===== src/rtl/block_words_pkg.sv =====
// Shared widths and types for the word/block packer and unpacker pair.
package block_words_pkg;

  localparam int unsigned WORD_W  = 32;
  localparam int unsigned WORDS   = 4;
  localparam int unsigned BLOCK_W = WORD_W * WORDS;

  typedef logic [WORD_W-1:0]  word_t;
  typedef logic [BLOCK_W-1:0] block_t;

endpackage


===== src/rtl/block_words.sv =====
// Unpacks one WORD_W*WORDS block into WORDS words, most significant word first,
// with valid/ready on both sides and no bubble between consecutive blocks.
module block_words
  import block_words_pkg::*;
#(
  parameter int unsigned WORD_W = block_words_pkg::WORD_W,
  parameter int unsigned WORDS  = block_words_pkg::WORDS
) (
  input  logic                      clk,
  input  logic                      rst_n,
  input  logic                      block_valid,
  output logic                      block_ready,
  input  logic [WORD_W*WORDS-1:0]   block,
  output logic                      word_valid,
  input  logic                      word_ready,
  output logic [WORD_W-1:0]         word,
  output logic                      word_last
);

  localparam int unsigned BW    = WORD_W * WORDS;
  localparam int unsigned CNT_W = $clog2(WORDS + 1);

  logic [BW-1:0]    sreg;
  logic [CNT_W-1:0] cnt;
  logic             wt;
  logic             bt;

  assign word_valid = (cnt != '0);
  assign word_last  = (cnt == CNT_W'(1));
  assign word       = sreg[BW-1 -: WORD_W];

  // Refill is allowed while the final word leaves, which is what keeps
  // back-to-back blocks gap-free; word_ready is the only input feeding this.
  assign block_ready = (cnt == '0) || ((cnt == CNT_W'(1)) && word_ready);

  assign wt = word_valid & word_ready;
  assign bt = block_valid & block_ready;

  always_ff @(posedge clk or negedge rst_n) begin
    if (!rst_n) begin
      sreg <= '0;
      cnt  <= '0;
    end else if (bt) begin
      sreg <= block;
      cnt  <= CNT_W'(WORDS);
    end else if (wt) begin
      sreg <= sreg << WORD_W;
      cnt  <= cnt - CNT_W'(1);
    end
  end

endmodule

===== config.mk =====
export PLATFORM = sky130hd
export DESIGN_NAME = block_words
export DESIGN_NICKNAME = d
export VERILOG_FILES = /design/src/rtl/block_words_pkg.sv /design/src/rtl/block_words.sv
export SDC_FILE = /design/constraint.sdc
export NUM_CORES = 1
export LEC_CHECK = 0
export CELL_PAD_IN_SITES_DETAIL_PLACEMENT = 0
export CELL_PAD_IN_SITES_GLOBAL_PLACEMENT = 1
export CORE_MARGIN = 2
export CORE_UTILIZATION = 32
export CTS_CLUSTER_SIZE = 20
export DETAILED_ROUTE_END_ITERATION = 16
export PLACE_DENSITY = 0.82
export RECOVER_POWER = 50
export SYNTH_ARGS = -nofsm -noshare
export SYNTH_HDL_FRONTEND = slang
export SYNTH_SLANG_ARGS = --single-unit

===== constraint.sdc =====
create_clock -name clk -period 1.9 [get_ports clk]
set_clock_uncertainty 0.1 [all_clocks]
set_input_delay 0.38 -clock clk [delete_from_list [all_inputs] [get_ports clk]]
set_output_delay 0.38 -clock clk [all_outputs]
set_load 0.02 [all_outputs]

==> flow_summary.ini, run 1 <==
[global_route]
grt_pass1_wl_um = 26900
grt_pass1_vias = 5207
grt_max_degree = 53
track_usage_pct = 17.3
grt_overflow = 0
antenna_found_initial = 0

[logic_synthesis]
yosysTopAreaCellShare_pct = 55.7
ys_warn_count = 0
ys_seq_area_share_pct = 55.7
synth.area.top_cells = dfrtp_1, a21oi_1, nand2_1
synth_nets = 785
syn_inst = 650
ys_types = 22
synth_area_leader_cell = dfrtp_1
ys_ff_latch = 131
syn_area_per_cell_um2 = 9.05
syn_area_um2 = 5880

[run]
maxCapViolCount = 0

[clocking]
path_clk_slew_ps = 50
cts-root-buf = clkbuf_16
clock_path_buffers = 2
clock_latency_ps = 420
htreeDepth = 4
numClockSinks = 131
cts_tree = built
cts_buffers = 17

[critical_path]
startpoint_type = flop
cp_data_required_time_ps = 2130
crit_buf_inv = 5
crit_family = buffers and inverters
arrival_ps = 2300
crit_path_end_kind = flop
path_cells = inv_2, ha_4, nor2b_4, buf_6, mux2i_4, buf_12, buf_16, buf_12, a21oi_1, a21oi_1
slowest_delay_ps = 400
cp_max_fo = 9
critical-path-slowest-cell = dfrtp_1
reg2reg_slack_ps = -170
criticalPathCategory = reg2reg

[placed_design]
io_buffers = 166
dpl.hpwl_um = 10400
globalplace.congestion = 0.788
placed_area_um2 = 7830
post-place-ws_ps = -186

[cells_and_area]
diodes = 0
nets = 950
utilization_pct = 51.0
area_growth_pct = 56.2
stdcell_area_um2 = 9190
drive_gt1_share_pct = 23.2
mostFrequentLayoutCell = clkdlybuf4s50_1
final_cell_mix = clkdlybuf4s50_1, a21oi_1, dfrtp_1
n_fill_cell = 1674

[worst_hold_path]
worst_hold_path_type = reg2reg

[timing]
setup_ws_ps = -169
hold_viol = 0
fin_crit_ps = 2070
max_freq_ghz = 0.483
relSlewSlack_pct = 35.3
rsz0062_at_grt = yes
slew_violations = 0
period_share_pct = 109
worst_pin_slew_ps = 970
setup_violations = 111

[routing]
num_vias = 5207
finalWirelength_um = 17700
remaining_drc_errors = 0
wl_per_cell_um = 16.8
dr.pass1.iters = 5
drt_first_iter_violations = 285
vias_per_cell = 4.94
drtAntennaViolNets = 0

[floorplanning]
io_pins = 167
fp-row-count = 49
core_region_area_um2 = 18000
fp.dieW_um = 140
dieHeight_um = 140
start_util_pct = 32.6
die-area_um2 = 19500

[pwr]
p_per_area_nw_per_um2 = 1510
leakage_nw = 4.02
peakVddDrop_mv = 0.627

[run_status]
violations = negative setup slack
outcome = finished with violations
-- cells by family (layout without fill, tap and decap cells) --
kind of cell / count (synthesis) / after routing / share of synthesized area (%)
buf+inv: 84 / 259 / 8.59
simple gates: 201 / 201 / 13.1
mux: 2 / 3 / 0.361
compound gates: 229 / 229 / 21.6
flops: 131 / 131 / 55.7
fa+ha+maj: 3 / 3 / 0.638
-- what timing repair did --
| action | 4_1_cts | 5_1_grt |
|---|---|---|
| pin swaps | 36 | 42 |
| gates resized for setup | 76 | 92 |
| gates cloned | 4 | 8 |
| endpoints found under the hold margin | 32 | 0 |
| hold buffers | 1 | 0 |
| setup buffers | 8 | 6 |
| setup endpoints to repair | 107 | 146 |
-- stage by stage --
stage	total power, mW	instances	hold WS [ps]	setup TNS, ps
CTS	13.4	1046	332	-3660
global route	14.8	1055	409	-17840
finish	13.9	1055	395	-10320
floorplan	7.94	650	-15.6	0
global placement	9.54	1003	209	-11880
detailed placement	9.63	1003	209	-12810
-- final timing paths --
path,to,depth (start not counted),from
max in group asynchronous,sreg[22],3,rst_n
worst max register to register,sreg[65],10,cnt[0]
worst max-delay path,sreg[65],10,cnt[0]
worst min register to register,sreg[14],1,sreg[14]
min in group asynchronous,sreg[109],2,rst_n
worst min-delay path,sreg[14],1,sreg[14]
-- final cells by class --
| type | instances | area (um^2) | share of cell area (%) |
|---|---|---|---|
| multi-input cells | 436 | 2510 | 27.3 |
| well taps | 229 | 287 | 3.12 |
| repair buffers | 226 | 2520 | 27.4 |
| flip-flops and latches | 131 | 3280 | 35.7 |
| clock inverters | 5 | 100 | 1.09 |
| inverters | 3 | 11.3 | 0.123 |
| clock buffers | 25 | 485 | 5.28 |
-- cells in the mapped netlist --
| cell type | n |
|---|---|
| mux2_2 | 1 |
| buf_4 | 32 |
| nand2_1 | 101 |
| and2b_1 | 1 |
| nor2b_2 | 1 |
| a21oi_1 | 192 |
| a22o_1 | 32 |
| buf_2 | 38 |
| dfrtp_1 | 131 |
| a211oi_1 | 1 |
| a21o_1 | 1 |
| buf_6 | 3 |
| mux2i_1 | 1 |
| and2_1 | 1 |
| o22ai_1 | 1 |
| ha_1 | 3 |
| nor2b_1 | 1 |
| nor2_1 | 96 |
| a31oi_1 | 1 |
| clkbuf_1 | 8 |
| o21ai_0 | 1 |
| inv_1 | 3 |
-- state kept, by name, indices dropped and copies added, names as in the netlist --
register / flops
cnt: 3
sreg: 128
-- routing by layer --
metal	routed length, um	vias up	track usage [%]	share of wire (%)
met5	0	-	0	0
met4	277	0	7.05	1.6
met3	724	16	4.09	4.1
met2	8680	135	26.6	49
met1	8030	2546	23.6	45
li1	-	2510	-	-
-- power breakdown --
part / internal [mW] / switching, mW / leakage (nW)
logic: 2.82 / 2.99 / 2.15
clock network: 2.15 / 1.14 / 0.287
registers: 4.04 / 0.742 / 1.59
total: 9.01 / 4.87 / 4.02
-- worst reg2reg max path, delay by kind of cell, from the launching register on --
kind / cells / cell delay (ps)
AND/OR/NAND/NOR: 1 / 160
flip-flops: 1 / 400
multiplexers: 1 / 270
AO/OA/AOI/OAI: 2 / 230
adder cells (fa/ha/maj): 1 / 140
buffers and inverters: 5 / 690
(Power assumes the default switching activity.)
==> inputs of run 2 (changes only) <==
--- a/config.mk
+++ b/config.mk
@@ -13,6 +13,7 @@
 export DETAILED_ROUTE_END_ITERATION = 16
 export PLACE_DENSITY = 0.82
 export RECOVER_POWER = 50
+export SLEW_MARGIN = 30
 export SYNTH_ARGS = -nofsm -noshare
 export SYNTH_HDL_FRONTEND = slang
 export SYNTH_SLANG_ARGS = --single-unit
==> results of run 2 <==
The final DEF is identical to that of run 1; final timing and power are the same.
